### src/rtl/ca_mem_arb.sv
// Cache/data memory port arbiter: one shared port, fill vs load/store.
// Define CA_MEM_ARB_RR_EN for round-robin; default is fixed DATA priority.
module ca_mem_arb #(
  parameter int ADDR_W      = 32,
  parameter int MEM_LATENCY = 2
) (
  input  logic              clk,
  input  logic              rst_,
  input  logic              fill_req,
  input  logic [ADDR_W-1:0] fill_addr,
  input  logic              flush,
  input  logic              dat_req,
  input  logic              dat_we,
  input  logic [ADDR_W-1:0] dat_addr,
  output logic              mem_en,
  output logic              mem_we,
  output logic [ADDR_W-1:0] mem_addr,
  output logic              fill_done,
  output logic              dat_done,
  output logic              fill_stall,
  output logic              dat_stall
);

  typedef enum logic [1:0] {
    IDLE = 2'd0,
    FILL = 2'd1,
    DATA = 2'd2
  } state_t;

  localparam logic [3:0] LAST = 4'(MEM_LATENCY - 1);

  state_t     state;
  logic [3:0] cnt;
  logic       last;
  logic       fill_v;
  logic       grant_dat;
  logic       grant_fill;

  assign last   = (cnt == LAST);
  assign fill_v = fill_req & ~flush;

`ifdef CA_MEM_ARB_RR_EN
  logic ptr_fill;

  always_comb begin
    grant_dat  = dat_req & (~fill_v | ~ptr_fill);
    grant_fill = fill_v & (~dat_req | ptr_fill);
  end

  // Pointer favours whoever was not granted last.
  always_ff @(posedge clk or negedge rst_) begin
    if (!rst_) begin
      ptr_fill <= 1'b0;
    end else if (state == IDLE && (grant_dat | grant_fill)) begin
      ptr_fill <= grant_dat;
    end
  end
`else
  always_comb begin
    grant_dat  = dat_req;
    grant_fill = fill_v & ~dat_req;
  end
`endif

  assign fill_done  = (state == FILL) & last & ~flush;
  assign dat_done   = (state == DATA) & last;
  assign fill_stall = fill_req & ~fill_done & ~flush;
  assign dat_stall  = dat_req & ~dat_done;

  always_ff @(posedge clk or negedge rst_) begin
    if (!rst_) begin
      state    <= IDLE;
      cnt      <= 4'd0;
      mem_en   <= 1'b0;
      mem_we   <= 1'b0;
      mem_addr <= '0;
    end else begin
      case (state)
        IDLE: begin
          if (grant_dat) begin
            state    <= DATA;
            cnt      <= 4'd0;
            mem_en   <= 1'b1;
            mem_we   <= dat_we;
            mem_addr <= dat_addr;
          end else if (grant_fill) begin
            state    <= FILL;
            cnt      <= 4'd0;
            mem_en   <= 1'b1;
            mem_we   <= 1'b0;
            mem_addr <= fill_addr;
          end
        end
        FILL: begin
          if (flush || last) begin
            state  <= IDLE;
            mem_en <= 1'b0;
            mem_we <= 1'b0;
          end else begin
            cnt <= cnt + 4'd1;
          end
        end
        DATA: begin
          if (last) begin
            state  <= IDLE;
            mem_en <= 1'b0;
            mem_we <= 1'b0;
          end else begin
            cnt <= cnt + 4'd1;
          end
        end
        default: begin
          state  <= IDLE;
          mem_en <= 1'b0;
          mem_we <= 1'b0;
        end
      endcase
    end
  end

endmodule

### config.mk
export PLATFORM = sky130hd
export DESIGN_NAME = ca_mem_arb
export DESIGN_NICKNAME = d
export VERILOG_FILES = /design/src/rtl/ca_mem_arb.sv
export SDC_FILE = /design/constraint.sdc
export NUM_CORES = 1
export LEC_CHECK = 0
export BUFFER_PORTS_ARGS = -buffer_cell sky130_fd_sc_hd__buf_2
export CAP_MARGIN = 20
export CORE_MARGIN = 10
export CORE_UTILIZATION = 43
export CTS_CLUSTER_SIZE = 10
export DETAILED_ROUTE_END_ITERATION = 7
export PLACE_DENSITY = 0.74
export REMOVE_ABC_BUFFERS = 1
export SLEW_MARGIN = 10
export SYNTH_ARGS = -nofsm -noshare
export SYNTH_HDL_FRONTEND = slang
export SYNTH_SLANG_ARGS = --single-unit
### constraint.sdc
create_clock -name clk -period 4.57 [get_ports clk]
set_input_delay 0.457 -clock clk [delete_from_list [all_inputs] [get_ports clk]]
set_output_delay 0.457 -clock clk [all_outputs]
set_load 0.02 [all_outputs]
Word level (Yosys, flattened, before mapping)
Cells that the tools add are included.
- register bits: 40
- bits of input ports: 70
- output and inout bits: 38
- add/subtract/negate cells: 1
- eq/ne operators: 8
- multiplexer cells: 20
- bitwise operators: 12
- reductions and logical operators: 7
- operators by type and width (cell ; number):
    32-bit two-way mux ; 2
    4-bit two-way mux ; 4
    4-bit one-hot mux with 3 select lines ; 1
    1-bit bitwise AND ; 8
    2-bit two-way mux ; 4
    1-bit two-way mux ; 6
    2-bit != test, second input constant ; 3
    1-bit one-hot mux with 3 select lines ; 2
    2-bit one-hot mux with 3 select lines ; 1
    4-bit by 1-bit adder with 4-bit output, second input constant ; 1
    4-bit by 1-bit == test with 1-bit output, second input constant ; 1
    1-bit NOT ; 4
    4-bit AND reduction ; 1
    3-bit != test, second input constant ; 1
    3-bit AND reduction ; 1
    3-bit nonzero test ; 1
    2-bit by 1-bit == test with 1-bit output, second input constant ; 1
    2-bit == test, second input constant ; 1
    2-bit zero test ; 1
    2-bit by 1-bit != test with 1-bit output, second input constant ; 1
    2-bit AND reduction ; 1
    2-bit nonzero test ; 1
    1-bit logical OR ; 1

Logic depth before layout (Yosys ltp)
Gate-level depths: netlist of the first run.
- word-level depth: 6
- gate-level depth with buffers: 6
- mapped depth without buffers: 6

Worst setup path after synthesis of the first run
Ideal clock, no wire load.
- path kind: reg-to-reg
- from: register cnt[0]
- to: register cnt[0]
- arrival time: 1.641 ns
- required time: 4.445 ns
- setup slack: 2.804 ns
- cell stages (with the launch flop): 6
- path buffers: 0
- period minus slack after synthesis: 1.766 ns
- cell sequence: dfrtp_1 ha_1 nor3b_2 and2_4 a2111o_1 mux2_4
- word-level cells in the longest chain between the ends: 4
- elaborated cells on any way between the ends: 9
- classes of those cells: add/sub (1); eq/ne (3); mux (3); reduce/logical (2)
- ends and longest elaborated chain (element ; RTL line ; text):
    from (decl) ; 33 ; logic [3:0] cnt;
    from (signal assigned) ; 100 ; cnt <= cnt + 4'd1;
    from (signal assigned) ; 109 ; cnt <= cnt + 4'd1;
    branches (longest 4 deep; another with 4-bit by 1-bit adder with 4-bit output) ; -- ;
Parallel ways; which one is timed is not known. The select of a mux whose other input is x is not followed.
A chain may end at the register's enable or synchronous reset.

Final worst setup path of the first run
- from: register cnt[1]
- to: output port fill_done
- word-level cells in the longest chain between the ends: 3
- ends and longest elaborated chain (element ; RTL line ; text):
    4-bit by 1-bit == test with 1-bit output ; 39 ; assign last = (cnt == LAST);
    1-bit bitwise AND (2 in series) ; 65 ; assign fill_done = (state == FILL) & last & ~flush;
    to (decl) ; 18 ; output logic fill_done,
Every way passes these cells.

==> results of run 1 <==
kinds of logic (layout without fill, tap and decap cells):
| family | Yosys count | in the layout | synth area share |
|---|---|---|---|
| buf+inv | 14 | 120 | 0.0310 |
| flops | 40 | 40 | 0.495 |
| compound gates | 47 | 47 | 0.133 |
| mux | 34 | 34 | 0.171 |
| simple gates | 57 | 57 | 0.133 |
| fa+ha+maj | 6 | 6 | 0.0372 |
registers in the layout, summed over array words and instances, names as in the netlist:
register  count
mem_en        1
mem_addr     32
state         2
mem_we        1
cnt           4
metal layers:
| metal | vias up | global-route usage | wire length (µm) |
|---|---|---|---|
| met4 | 0 | 0.0308 | 14 |
| met2 | 64 | 0.236 | 2600 |
| met1 | 766 | 0.152 | 2060 |
| met3 | 2 | 0.0588 | 457 |
| li1 | 899 | - | - |
| met5 | - | 0 | 0 |
worst max-delay path, delay by kind of cell (launching register included):
kind / cells / cell delay [ns]
AND/OR/NAND/NOR: 3 / 0.59
flip-flops: 1 / 0.40
buffers and inverters: 2 / 0.26
adder cells (fa/ha/maj): 1 / 0.14
power by group through the flow:
stage	Sequential [W]	Clock (W)	Combinational [W]
3_3_place_gp	0.000609	0	0.000787
3_5_place_dp	0.000614	0	0.000804
2_1_floorplan	0.000792	0	0.000325
4_1_cts	0.000609	0.000255	0.000806
5_1_grt	0.000630	0.000267	0.000883
6_report	0.000608	0.000245	0.000786
layout make-up:
| cell class | instances | share of cell area |
|---|---|---|
| clock buffers | 7 | 0.0358 |
| well taps | 52 | 0.0242 |
| flip-flops and latches | 40 | 0.372 |
| repair buffers | 109 | 0.204 |
| inverters | 4 | 0.00558 |
| multi-input cells | 144 | 0.358 |
worst max-delay path by stage:
| stage | startpoint | end | slack, ns | depth (start not counted) |
|---|---|---|---|---|
| detailed placement | dat_req | cnt[0] | 2.36 | 6 |
| finish | cnt[1] | fill_done | 2.44 | 6 |
| floorplan | flush | mem_addr[0] | 2.35 | 3 |
| global route | cnt[1] | fill_done | 2.32 | 6 |
| global placement | dat_req | cnt[0] | 2.39 | 6 |
| CTS | cnt[1] | fill_done | 2.42 | 6 |
layout by cell type, fill, tap and decap left out, drive strengths merged, types with 2 or more instances in the layout:
cell / count
inv: 4
mux2i: 33
ha: 6
dfrtp: 40
clkbuf: 7
buf: 109
nor2: 3
nand2b: 3
a21oi: 4
nor3b: 2
nor2b: 3
o21ai: 36
and2: 2
nand2: 37
nand3: 4
through the flow:
step / util / total power [W] / instances / setup WS [ns] / hold WS, ns
after CTS: 0.606 / 0.00167 / 356 / 2.42 / 0.316
after global placement: 0.584 / 0.00140 / 349 / 2.39 / 0.462
final: 0.606 / 0.00164 / 356 / 2.44 / 0.281
after detailed placement: 0.584 / 0.00142 / 349 / 2.36 / 0.470
after global routing: 0.606 / 0.00178 / 356 / 2.32 / 0.361
after floorplan: - / 0.00112 / 188 / 2.35 / 0.161
==> run summary, run 1 <==
The worst reg-to-reg path cell count was 5; the instance area after placement was 2600 µm². In this run the number of H-tree levels came out at 2. Among all flip-flop cells after synthesis, the most frequent one is sky130_fd_sc_hd__dfrtp_1. The min-delay analysis places its worst path in the category in2async. Die boundary width: 88.6 µm. The sequential share of power came out at 0.371.

Yosys attributes the largest share of cell area to sky130_fd_sc_hd__dfrtp_1, sky130_fd_sc_hd__mux2i_1, sky130_fd_sc_hd__o21ai_1. Counting flops and latches in the post-synthesis netlist gives 40. The initial antenna violation count was 0. The synthesis-to-finish area growth is 33.3%.

The number of violations of the max-capacitance limit was 0. The slowest stage of the critical path belongs to the cell sky130_fd_sc_hd__dfrtp_1. The wire-length estimate of the detail-placed layout is 4.15 mm. In this run the post-CTS setup repair buffer count came out at 0.

The number of hold violations in the final report was 0. STA classifies the critical path endpoint as an output port. The final standard cell area without fillers was 2690 µm²; the number of setup violations in the final report was 0. For the maximum count of clock buffers along a single path, the log shows 2.

The share of layout cells above drive strength 1 is 0.398, and the mean post-synth cell area is 10.2 µm². For the tightest slew margin relative to the limit, the log shows 0.430. Internal power comes to 0.000944 W.

Routability-driven placement finished with a final weighted congestion of 0.731. At the later pin of the worst-skew pair, clock insertion delay measures 0.28 ns. Cell chosen for the clock root: sky130_fd_sc_hd__clkbuf_8.

The critical path is of the reg2out type. Endpoint of the most critical register-to-register path: cnt[0]. For the share of power burned in combinational logic, the log shows 0.480. Setup repair after global routing left no endpoint under its margin. The worst setup path is launched from a register. In this run the core area contains 24 standard-cell rows.

For the total core area, the log shows 4440 µm². The violation count after the first detailed-route iteration is 45. Via count of the first global-routing pass: 1,908. The largest total area in the synthesized netlist belongs to sky130_fd_sc_hd__dfrtp_1. The accumulated negative setup slack was 0 ns; the net switching power figure was 0.000695 W. For the total wire length after detailed routing, the log shows 5.14 mm. In this run, synthesis inferred 0 flip-flops with an integrated enable.

The count of warnings emitted by yosys is 0, and the CTS sink count is 40. The count of port buffers added during placement is 107, and the mapped cell area is 2020 µm². For the pin with the worst max-slew slack, the measured transition is 0.855 ns. STA puts the critical path data arrival time at 1.68 ns. The average vias per placed instance was 4.86; the final count of pins violating max slew was 0. The async set or reset register ratio after synthesis works out to 1.00.

After layout, the minimum clock period comes to 2.13 ns. The area share of the largest cell type after synthesis came out at 0.495. The worst register-to-register path begins at cnt[0].

Most frequent cell after synthesis: sky130_fd_sc_hd__dfrtp_1. After technology mapping, the gate count stands at 198. Entering global routing, the biggest net connects 41 pins. The number of detailed-routing iterations run before antenna repair is 4, and the overall die area is 7840 µm². Fraction of the cycle the final worst path needs: 0.467.

The multi-input combinational cells in the finished layout cover a total of 965 µm². The run gives 469 MHz as the top achievable clock speed. The tools report the area occupied by registers as 1000 µm². The run gives 4.11 ns as the critical path data required time.

The signal on the critical path passes through inv_1, ha_1, nor3b_2, and2_4, nor2b_1, buf_2. The run finished with clean final reports. For the starting utilization of the core area, the log shows 0.455. Of all nets on the critical path, the largest fanout is 5. The run gives 0 as the diode insertion count for antenna repair. The height of the die is 88.6 µm.

The number of buffers inserted by hold repair at cts is 0, and the routed wire length per instance is 14.4 µm. Post-CTS repair changed the size of 0 cells. After filler insertion, the fill cell instance count of the layout stands at 395. The leftover overflow at the end of global routing was 0.

For this run, design rule violations remaining after detail routing come to 0. For the remaining antenna violation count after routing, the log shows 0. TritonCTS built the clock tree. The logs give 5 for the number of buffers added by the clock tree synthesis step and 0.495 for the share of the yosys chip area belonging to registers.

In this run the count of I/O pins placed on the die edge is 108. Counting instances in the post-synthesis netlist gives the leading cell types as sky130_fd_sc_hd__dfrtp_1, sky130_fd_sc_hd__nand2_1, sky130_fd_sc_hd__mux2i_1, sky130_fd_sc_hd__o21ai_1, sky130_fd_sc_hd__buf_2. Leakage dissipation: 1.48 nW.

The run gives 0.150 as the fraction of power consumed by the clock network. The clock skew after layout is 0.00417 ns, and the number of vias in the routed layout is 1,731. The run gives 30 as the number of distinct library cells after synthesis. The switching fraction of total power is 0.424. Setup slack of the worst register-to-register path: 2.69 ns.

The tools report the total number of nets in the final design as 380. The tools report the global routing usage summed across all routing layers as 0.136. Across the VDD grid, the largest voltage drop is 0.000322 V. The power density over the cells works out to 609 nW/µm². Global-route wire length before repair: 8.60 mm.

Stage delay of the slowest cell on the critical path: 0.40 ns. After clock tree synthesis, the clock-pin slew on the worst setup and hold paths is 0.07 ns.
No activity file was read; power rests on OpenSTA's default activity.
==> run 2, diff against run 1 <==
--- a/config.mk
+++ b/config.mk
@@ -8,10 +8,10 @@
 export BUFFER_PORTS_ARGS = -buffer_cell sky130_fd_sc_hd__buf_2
 export CAP_MARGIN = 20
 export CORE_MARGIN = 10
-export CORE_UTILIZATION = 43
+export CORE_UTILIZATION = 40
 export CTS_CLUSTER_SIZE = 10
 export DETAILED_ROUTE_END_ITERATION = 7
-export PLACE_DENSITY = 0.74
+export PLACE_DENSITY = 0.72
 export REMOVE_ABC_BUFFERS = 1
 export SLEW_MARGIN = 10
 export SYNTH_ARGS = -nofsm -noshare
==> constraint.sdc (replaced) <==
create_clock -name clk -period 1.9 [get_ports clk]
set_input_delay 0.19 -clock clk [delete_from_list [all_inputs] [get_ports clk]]
set_output_delay 0.19 -clock clk [all_outputs]
set_load 0.02 [all_outputs]
==> run summary, run 2 (same netlist as run 1, synthesis figures left out) <==
The post-route minimum period came out at 1.82 ns. Counting every sink on the clock net gives 40. Leaving out fill and tap cells, the most frequent cells in the layout are sky130_fd_sc_hd__buf_2, sky130_fd_sc_hd__dfrtp_1, sky130_fd_sc_hd__nand2_1. For the post-layout instance count excluding filler cells, the log shows 381.

The count of standard-cell rows came out at 25. Detailed routing inserted a total of 1,760 vias. The run gives 40 as the violation count after the first detailed-route iteration. The first TritonRoute pass finished after 4 iterations.

Number of hold violations in the final report: 0. The congestion estimate from routability-driven global placement came to 0.809. VDD sags by at most 0.000547 V.

0 antenna diodes ended up in the layout. After detailed placement, the total cell area comes to 2660 µm². The logs give 1000 µm² for the area occupied by registers and 8290 µm² for the overall die area. The signal on the critical path passes through inv_1, ha_1, nor3b_4, and2_4, nor2b_2, buf_4. The nature of the critical path startpoint is a register. TritonCTS built the clock tree. For this run the aggregate overflow at the end of global routing stands at 0. After filler insertion, the fill cell instance count of the layout stands at 446.

The core region is 4820 µm². Across the run, the number of max-cap violations was 0. The later pin in the worst-skew pair is clocked with a latency of 0.28 ns. Average vias per placed instance: 4.62.

The remaining antenna violation count after routing is 0. The startpoint-to-endpoint class of the critical path is reg2out. Share of layout cells above drive strength 1: 0.420. The run gives 0.00220 ns as the clock skew after layout.

The buffer and inverter count on the worst path is 2. The run finished with clean final reports. The critical path runs through a total of 6 cells. The register with the most flip-flops in the layout has 32 of them. In this run the static leakage power is 1.51 nW. The die is 91.1 µm tall. The run gives 0 as the remaining routing DRC violations.

The tools report the largest net degree at the start of global routing as 39. The tightest min-delay check is of the in2reg type. In the final design database the tool counted 389 nets.

The largest registers in the layout are mem_addr: 32 flops, cnt: 4 flops, state: 2 flops. Clock tree synthesis inserted a total of 5 buffers. CTS placed an instance of sky130_fd_sc_hd__clkbuf_8 at the clock tree root. From left edge to right edge, the die measures 91.1 µm.

For this design the ratio of total power to cell area is 1440 nW/µm². The maximum fanout along the worst path was 5; the count of port buffers added during placement was 107. The clock passes through at most 2 buffers. The most frequent standard cell in the layout excluding fill and tap cells is sky130_fd_sc_hd__buf_2.

The fraction of the cycle the final worst path needs is 0.960. Final count of pins violating max slew: 0. The accumulated negative setup slack came out at 0 ns.

Setup violations remaining at the end of the flow were counted as 0. The initial antenna violation count was 0. Hold-critical path depth: 3. The synthesis-to-finish area growth is 38.6%. For the final HPWL from detailed placement, the log shows 4.46 mm.

Summing all non-filler instances in the final layout gives an area of 2800 µm². 108 I/O pins were placed. Data arrives at the worst endpoint at 1.63 ns.

The routed wire length per instance was 14.4 µm. The global routing usage summed across all routing layers came out at 0.131. Total power for the finished layout comes to 0.00404 W. The run gives 1,863 as the via count of the first global-routing pass. For this block, the routed nets add up to 5.50 mm of wire. The critical path data required time is 1.71 ns. The cell type group with the largest total delay on the critical path is simple AND/OR/NAND/NOR gates.

The top achievable clock speed was 548 MHz; the worst reg-to-reg path cell count was 6. In the final layout, the multi-input gates occupy 985 µm². For the cell count after placement, the log shows 370. Clock-pin slew was measured on the worst setup and hold paths at 0.08 ns. In this design, the stage delay of the slowest critical-path cell is 0.38 ns. The tools report the starting utilization of the core area as 0.419. The largest individual stage delay along the critical path comes from the cell sky130_fd_sc_hd__dfrtp_1. The actual transition at the worst max-transition pin came out at 0.373 ns. For the tightest slew margin relative to the limit, the log shows 0.752. The tools report the critical path capture point type as an output port. The largest register by flop count is mem_addr.

CTS built an H-tree with a depth of 2. The global-route wire length before repair is 9.11 mm.
-- run 2: where the power goes --
group	switching, W	internal [W]	total (W)
logic	0.00124	0.000782	0.00202
registers	0.000203	0.00124	0.00145
clock network	0.000282	0.000295	0.000577
-- run 2: cell type report --
cell class	instances	share of cell area
Inverter	4	0.00536
Clock inverter	1	0.00268
Multi-Input combinational cell	144	0.351
Clock buffer	7	0.0308
Tap cell	67	0.0299
Timing Repair Buffer	118	0.222
Sequential cell	40	0.357
-- run 2: path summary, 6_finish.rpt --
path	slack, ns	to	startpoint
worst max-delay path	0.08	fill_done	cnt[1]
worst min-delay path	0.17	mem_addr[22]	fill_addr[22]
worst max register to register	0.10	cnt[0]	state[0]
worst min register to register	0.48	mem_addr[31]	mem_addr[31]
max in group asynchronous	1.02	mem_addr[21]	rst_
min in group asynchronous	0.35	mem_addr[17]	rst_
-- run 2: timing repair --
| item | in CTS | in global routing |
|---|---|---|
| setup endpoints to repair | 1 | 3 |
| pin swaps | 0 | 2 |
| endpoints found under the hold margin | 14 | 0 |
| setup buffers | 0 | 2 |
| hold buffers | 1 | 0 |
| gates resized for setup | 1 | 4 |
-- run 2: metal layers --
metal | global-route usage | vias to the layer above | wire length (µm)
met5 | 0 | - | 0
met4 | 0.0313 | 0 | 21
met3 | 0.0527 | 2 | 385
met2 | 0.223 | 57 | 2710
met1 | 0.151 | 787 | 2380
li1 | - | 914 | -
-- run 2: per-stage QoR --
| stage | utilization | worst slack (ns) | hold slack (ns) |
|---|---|---|---|
| global route | 0.582 | -0.0304 | 0.166 |
| global placement | 0.552 | 0.111 | 0.124 |
| detailed placement | 0.552 | 0.0515 | 0.132 |
| finish | 0.582 | 0.0765 | 0.169 |
| floorplan | - | -0.0570 | -0.106 |
| CTS | 0.575 | 0.0285 | 0.165 |
-- run 2: tightest hold or removal path, stage by stage --
cell and delay, ns:
sky130_fd_sc_hd__buf_2 0.07, sky130_fd_sc_hd__mux2i_1 0.05, sky130_fd_sc_hd__o21ai_1 0.10
